--- src/rtl/tt_serial_pkg.sv ---
// Shared types and constants for the result serializer: FSM states, payload layout, frame length.
package tt_serial_pkg;

  localparam int unsigned DATA_BITS = 16;

  typedef enum logic [2:0] {
    ST_IDLE,
    ST_START,
    ST_DATA,
    ST_PARITY,
    ST_STOP
  } tx_state_e;

  typedef struct packed {
    logic [7:0] xor_res;
    logic [7:0] and_res;
  } result_pair_t;

  // Clock cycles occupied by one frame: start + data + optional parity + stop.
  function automatic int unsigned frame_cycles(input int unsigned clk_div, input bit parity_en);
    return (DATA_BITS + 2 + (parity_en ? 1 : 0)) * clk_div;
  endfunction

endpackage

--- src/rtl/tt_sync_fifo.sv ---
// Single-clock FIFO with occupancy count; pushes are ignored when full, pops when empty.
module tt_sync_fifo #(
  parameter int unsigned WIDTH = 16,
  parameter int unsigned DEPTH = 4
) (
  input  logic                     clk,
  input  logic                     rst,
  input  logic                     push_i,
  input  logic [WIDTH-1:0]         wdata_i,
  input  logic                     pop_i,
  output logic [WIDTH-1:0]         rdata_o,
  output logic [$clog2(DEPTH):0]   count_o,
  output logic                     full_o,
  output logic                     empty_o
);

  localparam int unsigned PTR_W = $clog2(DEPTH);
  localparam int unsigned CNT_W = PTR_W + 1;

  logic [WIDTH-1:0] mem_q [DEPTH];
  logic [PTR_W-1:0] wr_ptr_q, rd_ptr_q;
  logic [CNT_W-1:0] count_q;
  logic             do_push, do_pop;

  assign full_o  = (count_q == CNT_W'(DEPTH));
  assign empty_o = (count_q == '0);
  assign do_push = push_i && !full_o;
  assign do_pop  = pop_i && !empty_o;
  assign rdata_o = mem_q[rd_ptr_q];
  assign count_o = count_q;

  // Pointers wrap naturally since DEPTH is a power of two.
  always_ff @(posedge clk or posedge rst) begin
    if (rst) begin
      wr_ptr_q <= '0;
      rd_ptr_q <= '0;
      count_q  <= '0;
    end else begin
      if (do_push) wr_ptr_q <= wr_ptr_q + PTR_W'(1);
      if (do_pop)  rd_ptr_q <= rd_ptr_q + PTR_W'(1);
      case ({do_push, do_pop})
        2'b10:   count_q <= count_q + CNT_W'(1);
        2'b01:   count_q <= count_q - CNT_W'(1);
        default: count_q <= count_q;
      endcase
    end
  end

  // Storage needs no reset; validity is tracked by the pointers and count.
  always_ff @(posedge clk) begin
    if (do_push) mem_q[wr_ptr_q] <= wdata_i;
  end

endmodule

--- src/rtl/tt_result_serializer.sv ---
// Buffers XOR/AND result pairs and shifts each out on one pin as a start/16-bit/parity/stop frame.
module tt_result_serializer
  import tt_serial_pkg::*;
#(
  parameter int unsigned DEPTH     = 4,
  parameter int unsigned CLK_DIV   = 4,
  parameter int unsigned PARITY_EN = 1
) (
  input  logic                   clk,
  input  logic                   rst,
  input  logic                   in_valid,
  output logic                   in_ready,
  input  logic [7:0]             xor_data,
  input  logic [7:0]             and_data,
  input  logic                   clr_ovf,
  output logic                   tx_out,
  output logic                   tx_busy,
  output logic [$clog2(DEPTH):0] fifo_count,
  output logic                   overflow
);

  localparam int unsigned DIV_W = (CLK_DIV > 1) ? $clog2(CLK_DIV) : 1;
  localparam int unsigned BIT_W = $clog2(DATA_BITS);

  tx_state_e            state_q, state_d;
  logic [DIV_W-1:0]     div_q, div_d;
  logic [BIT_W-1:0]     bit_q, bit_d;
  logic [DATA_BITS-1:0] shift_q, shift_d;
  logic                 parity_q, parity_d;
  logic                 tx_q, tx_d;
  logic                 busy_q, busy_d;
  logic                 ovf_q, ovf_d;

  result_pair_t         in_pair;
  logic [DATA_BITS-1:0] fifo_rdata;
  logic                 fifo_full, fifo_empty;
  logic                 push, pop;
  logic                 bit_done;

  assign in_pair  = '{xor_res: xor_data, and_res: and_data};
  assign in_ready = !fifo_full;
  assign push     = in_valid && in_ready;
  assign bit_done = (div_q == DIV_W'(CLK_DIV - 1));

  tt_sync_fifo #(
    .WIDTH (DATA_BITS),
    .DEPTH (DEPTH)
  ) u_fifo (
    .clk     (clk),
    .rst     (rst),
    .push_i  (push),
    .wdata_i (in_pair),
    .pop_i   (pop),
    .rdata_o (fifo_rdata),
    .count_o (fifo_count),
    .full_o  (fifo_full),
    .empty_o (fifo_empty)
  );

  // Next state, pop decision and registered-output values.
  always_comb begin
    state_d  = state_q;
    div_d    = div_q;
    bit_d    = bit_q;
    shift_d  = shift_q;
    parity_d = parity_q;
    pop      = 1'b0;
    tx_d     = 1'b1;
    busy_d   = 1'b0;
    ovf_d    = ovf_q;

    if (state_q != ST_IDLE) div_d = bit_done ? '0 : div_q + DIV_W'(1);

    case (state_q)
      ST_IDLE: begin
        if (!fifo_empty) begin
          state_d = ST_START;
          pop     = 1'b1;
        end
      end
      ST_START: begin
        if (bit_done) begin
          state_d = ST_DATA;
          bit_d   = '0;
        end
      end
      ST_DATA: begin
        if (bit_done) begin
          if (bit_q == BIT_W'(DATA_BITS - 1)) begin
            state_d = (PARITY_EN != 0) ? ST_PARITY : ST_STOP;
          end else begin
            bit_d   = bit_q + BIT_W'(1);
            shift_d = {shift_q[DATA_BITS-2:0], 1'b0};
          end
        end
      end
      ST_PARITY: begin
        if (bit_done) state_d = ST_STOP;
      end
      ST_STOP: begin
        if (bit_done) begin
          if (!fifo_empty) begin
            state_d = ST_START;
            pop     = 1'b1;
          end else begin
            state_d = ST_IDLE;
          end
        end
      end
      default: state_d = ST_IDLE;
    endcase

    if (pop) begin
      shift_d  = fifo_rdata;
      parity_d = ^fifo_rdata;
      bit_d    = '0;
    end

    // Line level follows the state being entered so it lines up with the state register.
    case (state_d)
      ST_START:  tx_d = 1'b0;
      ST_DATA:   tx_d = shift_d[DATA_BITS-1];
      ST_PARITY: tx_d = parity_d;
      default:   tx_d = 1'b1;
    endcase
    busy_d = (state_d != ST_IDLE);

    if (clr_ovf) ovf_d = 1'b0;
    if (in_valid && !in_ready) ovf_d = 1'b1;
  end

  always_ff @(posedge clk or posedge rst) begin
    if (rst) begin
      state_q  <= ST_IDLE;
      div_q    <= '0;
      bit_q    <= '0;
      shift_q  <= '0;
      parity_q <= 1'b0;
      tx_q     <= 1'b1;
      busy_q   <= 1'b0;
      ovf_q    <= 1'b0;
    end else begin
      state_q  <= state_d;
      div_q    <= div_d;
      bit_q    <= bit_d;
      shift_q  <= shift_d;
      parity_q <= parity_d;
      tx_q     <= tx_d;
      busy_q   <= busy_d;
      ovf_q    <= ovf_d;
    end
  end

  assign tx_out   = tx_q;
  assign tx_busy  = busy_q;
  assign overflow = ovf_q;

endmodule

--- config.mk ---
export PLATFORM = sky130hd
export DESIGN_NAME = tt_result_serializer
export DESIGN_NICKNAME = d
export VERILOG_FILES = /design/src/rtl/tt_serial_pkg.sv /design/src/rtl/tt_sync_fifo.sv /design/src/rtl/tt_result_serializer.sv
export SDC_FILE = /design/constraint.sdc
export NUM_CORES = 1
export LEC_CHECK = 0
export ABC_CLOCK_PERIOD_IN_PS = 5400
export BUFFER_PORTS_ARGS = -buffer_cell sky130_fd_sc_hd__buf_2
export CORE_MARGIN = 5
export CORE_UTILIZATION = 55
export CTS_BUF_LIST = sky130_fd_sc_hd__clkbuf_8
export CTS_CLUSTER_SIZE = 28
export DETAILED_ROUTE_END_ITERATION = 12
export PLACE_DENSITY_LB_ADDON = 0.08
export SYNTH_ARGS = -nofsm -noshare
export SYNTH_HDL_FRONTEND = slang
export SYNTH_SLANG_ARGS = --single-unit
--- constraint.sdc ---
create_clock -name clk -period 5.4 [get_ports clk]
set_input_delay 0.54 -clock clk [delete_from_list [all_inputs] [get_ports clk]]
set_output_delay 0.54 -clock clk [all_outputs]
set_load 0.02 [all_outputs]
### After elaboration in Yosys (flattened, before gate mapping)

Memory sizes are Yosys's and may differ from the RTL's.
Index checks and enable logic that the tools add are counted.

* register bits after elaboration: 36
* memory bits (writable): 64
* input bits: 20
* memories: 1

* add/subtract/negate cells: 6
* eq/ne operators: 16
* mux-type cells: 28
* reductions and logical operators: 18

Memories
* u_fifo.mem_q: depth 4, bits a word 16, read ports 1, clocked after Yosys merged registers in 0, wr ports 1, line tt_sync_fifo.sv:20 `logic [WIDTH-1:0] mem_q [DEPTH];`

Operator list (number)
* 2-to-1 mux 16 bit: 4
* 2-to-1 mux 3 bit: 6
* 2-to-1 mux 4 bit: 4
* XOR reduction 16 bit: 1
* case mux 3 bit (5 select lines): 1
* equality test 3 x 2 -> 1 bit, second input constant: 4
* inequality test 3 x 2 -> 1 bit, second input constant: 3
* nonzero test 3 bit: 3
* 2-to-1 mux 1 bit: 8
* case mux 4 bit (2 select lines): 1
* nonzero test 2 bit: 4
* adder 2 x 1 -> 2 bit, second input constant: 3
* equality test 3 x 1 -> 1 bit, second input constant: 2
* equality test 3 bit, second input constant: 2
* zero test 3 bit: 2
* case mux 3 bit (2 select lines): 1
* adder 4 x 1 -> 4 bit, second input constant: 1
* equality test 2 bit, second input constant: 2
* equality test 4 bit, second input constant: 1
* logical AND 1 bit: 4
* AND reduction 4 bit: 1
* adder 3 x 1 -> 3 bit, second input constant: 1
* case mux 1 bit (3 select lines): 1
* AND reduction 3 bit: 1
* 6 further kinds: 7

### Depth between registers and ports, before layout

* depth after elaboration: 7
* depth in mapped cells: 12
* depth with buffers taken out: 10

### By module

Synthesis repeated with hierarchy kept, for this count alone.

* cells, all modules: 274
* area, all modules: 4312.9 um2

By module, submodules not included
* tt_sync_fifo: instances 1, cells an instance 122, area an instance 2778.9 um2
* tt_result_serializer: instances 1, cells an instance 152, area an instance 1534.0 um2

### Worst setup path after synthesis

OpenSTA, ideal clock, no wires.

* path kind: register to register
* start: reg div_q[0]
* end: reg u_fifo.count_q[2], in the netlist u_fifo.count_o[2]
* setup time: 0.080 ns
* arrival: 2.364 ns
* data required time: 5.320 ns
* path slack: 2.956 ns
* cell stages (with the launch flop): 13
* buffers on the path: 2
* cells stage by stage: dfrtp_1 ha_1 clkbuf_1 nand2b_1 nand2_1 inv_1 clkbuf_1 ha_1 inv_1 fa_1 xor2_1 nor2_1 xor2_1

* longest elaborated chain between the ends: 6

RTL lines
* start: declaration: line tt_result_serializer.sv:26 `logic [DIV_W-1:0] div_q, div_d;`
* start signal: assignment: line tt_result_serializer.sv:144 `div_q <= div_d;`
* equality test 2 bit (*): line tt_result_serializer.sv:43 `assign bit_done = (div_q == DIV_W'(CLK_DIV - 1));`
* 2-to-1 mux 1 bit (*): line tt_result_serializer.sv:101 `if (bit_done) begin`
* case mux 1 bit (2 select lines) (*): line tt_result_serializer.sv:74 `case (state_q)`
* logical AND 1 bit (*): line tt_sync_fifo.sv:28 `assign do_pop = pop_i && !empty_o;`
* via u_fifo.do_pop: line tt_sync_fifo.sv:23 `logic do_push, do_pop;`
* equality test 2 x 1 -> 1 bit or equality test 2 bit (tied branches): line tt_sync_fifo.sv:41 `case ({do_push, do_pop})`
* case mux 3 bit (2 select lines) or nonzero test 2 bit (tied branches)
* end signal: assignment: line tt_sync_fifo.sv:42 `2'b10: count_q <= count_q + CNT_W'(1);`
* end signal: assignment: line tt_sync_fifo.sv:43 `2'b01: count_q <= count_q - CNT_W'(1);`
* end signal: assignment: line tt_sync_fifo.sv:44 `default: count_q <= count_q;`
* end: declaration: line tt_sync_fifo.sv:22 `logic [CNT_W-1:0] count_q;`

Mark *: on every way through the listed nets, which the timed path passes. The rest lies on a longest branch.
A chain may end at the register's enable or synchronous reset.

### Worst setup path in the final report

* start: reg div_q[0]
* end: reg u_fifo.count_q[2], in the netlist u_fifo.count_o[2]

* longest elaborated chain between the ends: 6

RTL lines (line)
* equality test 2 bit (*): tt_result_serializer.sv:43
* 2-to-1 mux 1 bit (*): tt_result_serializer.sv:101
* case mux 1 bit (2 select lines) (*): tt_result_serializer.sv:74
* logical AND 1 bit (*): tt_sync_fifo.sv:28
* equality test 2 x 1 -> 1 bit or equality test 2 bit (tied branches): tt_sync_fifo.sv:41
* case mux 3 bit (2 select lines) or nonzero test 2 bit (tied branches)

Every way passes the cells marked *; elsewhere a longest branch is shown, timed or not.

==> results.tsv <==
metric	value	unit
core area	7610	um2
CP Launch Type	flip-flop	
max-cap check violation count	0	
register area share after synthesis	66.8	%
final cell utilization of the core	60.6	%
Placed Area	4420	um2
fmax	361	MHz
detailed-route via count	2212	
Die Y	97.7	um
Switch Pwr	504	uW
Setup Crit Path Kind	flip-flop to flip-flop	
static leakage	0.00180	uW
synthesized area	4230	um2
layout cell share with drive strength beyond 1	20.3	%
Rel. slew slack	33.4	%
count of final hold-check violations	0	
first-pass GRT wire length	11.8	mm
buffers added on ports	26	
CP startpoint	div_q[0]	
Worst-Skew Late Latency	0.37	ns
ranking of synthesized cells by area	edfxtp_1 (45%), dfrtp_1 (21%), mux4_1 (5.0%)	
Worst EP required	5.70	ns
synthesized instance count	269	
clock slew seen by the registers of the worst setup and hold paths	0.10	ns
RSZ-0062 raised after global routing	no	
Crit Reg-Reg Startpoint	div_q[0]	
Post-synth top cells	edfxtp_1 (64), dfrtp_1 (35), nand2_1 (34)	
critical path arrival	3.07	ns
area delta synth->final	8.97	%
clock sink count	100	
Post-DRT Antenna Nets	0	
Die Area	9540	um2
CP endpoint kind	flip-flop	
syn nets	297	
R2R depth	10	
Nets	324	
cell-internal power	1260	uW
total CTS buffers	9	
Post-DP HPWL	4.50	mm
Post-Layout Inst Area	4610	um2
hold buffers post-CTS	0	
IO Pins	27	
Setup Skew	0.0117	ns
clock buffer depth	2	
power share of the combinational group	18.7	%
Post-CTS Setup Bufs	0	
synthesized flop and latch total	100	
final non-filler cell total	403	
largest net degree at the start of global routing	37	
most frequent cell after synthesis	edfxtp_1	
area share of the largest cell type after synthesis	45.5	%
Synth warnings	0	
status	finished clean	
# setup viols final	0	
root buf cell	clkbuf_8	
Top FF cell, synth	edfxtp_1	
Worst-Margin Slew	1.00	ns
initial drt markers	109	
# diodes	0	
Sw Ratio	28.6	%
number of enable flip-flop cells after synthesis	64	
HP Class	input port to asynchronous set/reset pin	
gr usage total	16.1	%
Critical path buffers and inverters	2	
post-placement cell count	387	
vias in the first global route	2368	
WL final	6.92	mm
Initial Utilization	55.6	%
Final period util	51.4	%
CTS resizes	0	
Unique masters post-synth	38	
Async SR Flop Fraction	36.0	%
average size of a mapped cell	15.7	um2
Slowest-stage cell, CP	inv_1	
DRC	0	
Final Wtd Congestion	0.719	
H-tree levels	3	
DR WL/cell	17.2	um
DR pass1 iterations	4	
die width	97.7	um
TritonCTS clock tree	built	
initial antenna violation count	0	
maximum vdd drop	0.194	mV
Worst path top cell family by delay	adder cells	
crit path cell chain	ha_1 -> nand2b_1 -> nand2_1 -> inv_1 -> ha_1 -> inv_1 -> fa_1 -> xor2_1 -> nor2_1 -> xor2_1	
crit path time final	2.77	ns
global route total overflow	0	
vias per std cell	5.49	
Stages on worst setup path	10	
Setup TNS	0	ns
Max FO, Critical Path	23	
Sequential Power Share	56.1	%
Rows	32	
CP max stage delay	0.54	ns
Slew Limit Fails	0	
Clock power frac	25.2	%
Power Density	382	nW/um2
area leader, netlist	edfxtp_1	
[worst paths after layout]
path                                     end  slack [ns]
min reg2reg                           tx_out        0.49
min                        u_fifo.count_o[2]        0.26
max reg2reg                u_fifo.count_o[2]        2.63
max in group asynchronous             tx_out        4.78
max                        u_fifo.count_o[2]        2.63
min in group clk                    overflow        0.34
[sequential cells by signal, summed over array words and instances, names as in the netlist]
| name | count |
|---|---|
| bit_q | 4 |
| tx_busy | 1 |
| u_fifo.wr_ptr_q | 2 |
| tx_out | 1 |
| u_fifo.rd_ptr_q | 2 |
| state_q | 3 |
| overflow | 1 |
| parity_q | 1 |
| u_fifo.count_o | 3 |
| div_q | 2 |
| u_fifo.mem_q | 64 |
| shift_q | 16 |
[tightest hold or removal path: stages]
cell   delay [ns]
buf_2        0.09
inv_1        0.04
buf_4        0.39
[metrics by stage]
stage	worst slack, ns	hold WS, ns	power, uW
CTS	2.56	0.266	1790
global route	2.36	0.306	1860
floorplan	2.96	0.446	1240
global placement	2.61	0.460	1330
finish	2.63	0.256	1760
detailed placement	2.58	0.469	1350
[logic make-up after synthesis]
| group | Yosys count | share of synthesized area (%) |
|---|---|---|
| buffers and inverters | 19 | 2.34 |
| DFF | 100 | 66.8 |
| xor gates and xnor gates | 22 | 5.45 |
| adders and majority gates | 8 | 2.55 |
| AOI/OAI and AO/OA | 26 | 3.97 |
| muxes | 26 | 11.7 |
| and+or+nand+nor | 68 | 7.22 |
[placed cells by master, fill, tap and decap left out, types with 2 or more instances in the layout]
cell,Yosys,final
xnor2_2,5,5
or3_1,2,2
mux2_2,3,3
nor3_1,4,4
mux4_2,8,8
mux4_1,8,8
ha_1,7,7
xor2_1,6,6
inv_1,8,8
edfxtp_1,64,64
nor2_1,10,10
o21ai_0,9,9
clkinv_4,0,2
dfrtp_1,35,35
buf_2,3,26
nand3_1,6,6
nand2b_1,2,2
mux2i_1,7,7
clkbuf_8,0,9
a21oi_1,2,2
xnor2_1,11,11
a22oi_1,10,10
nand2_1,34,34
inv_6,0,2
and3_1,5,5
[power groups by stage]
stage / Sequential [uW] / Clock, uW / Combinational [uW]
finish: 989 / 443 / 329
global route: 1000 / 489 / 365
CTS: 991 / 456 / 341
global placement: 1000 / 0 / 328
floorplan: 1010 / 0 / 226
detailed placement: 1010 / 0 / 340
[layout make-up]
type                            count  area, um2
Timing Repair Buffer               27        138
Inverter                            8       30.0
Clock inverter                      7       58.8
Multi-Input combinational cell    150       1310
Clock buffer                        9        124
Fill cell                         596       3000
Tap cell                          102        128
Sequential cell                   100       2820
[per-layer routing]
metal | part of all wire, % | vias up | GRT usage [%]
li1 | - | 1054 | -
met1 | 43 | 1109 | 20.1
met2 | 52 | 40 | 27.6
met3 | 3.4 | 9 | 3.52
met4 | 1.6 | 0 | 5.75
met5 | 0 | - | 0
Note: power is estimated with default switching activity, not from simulation.
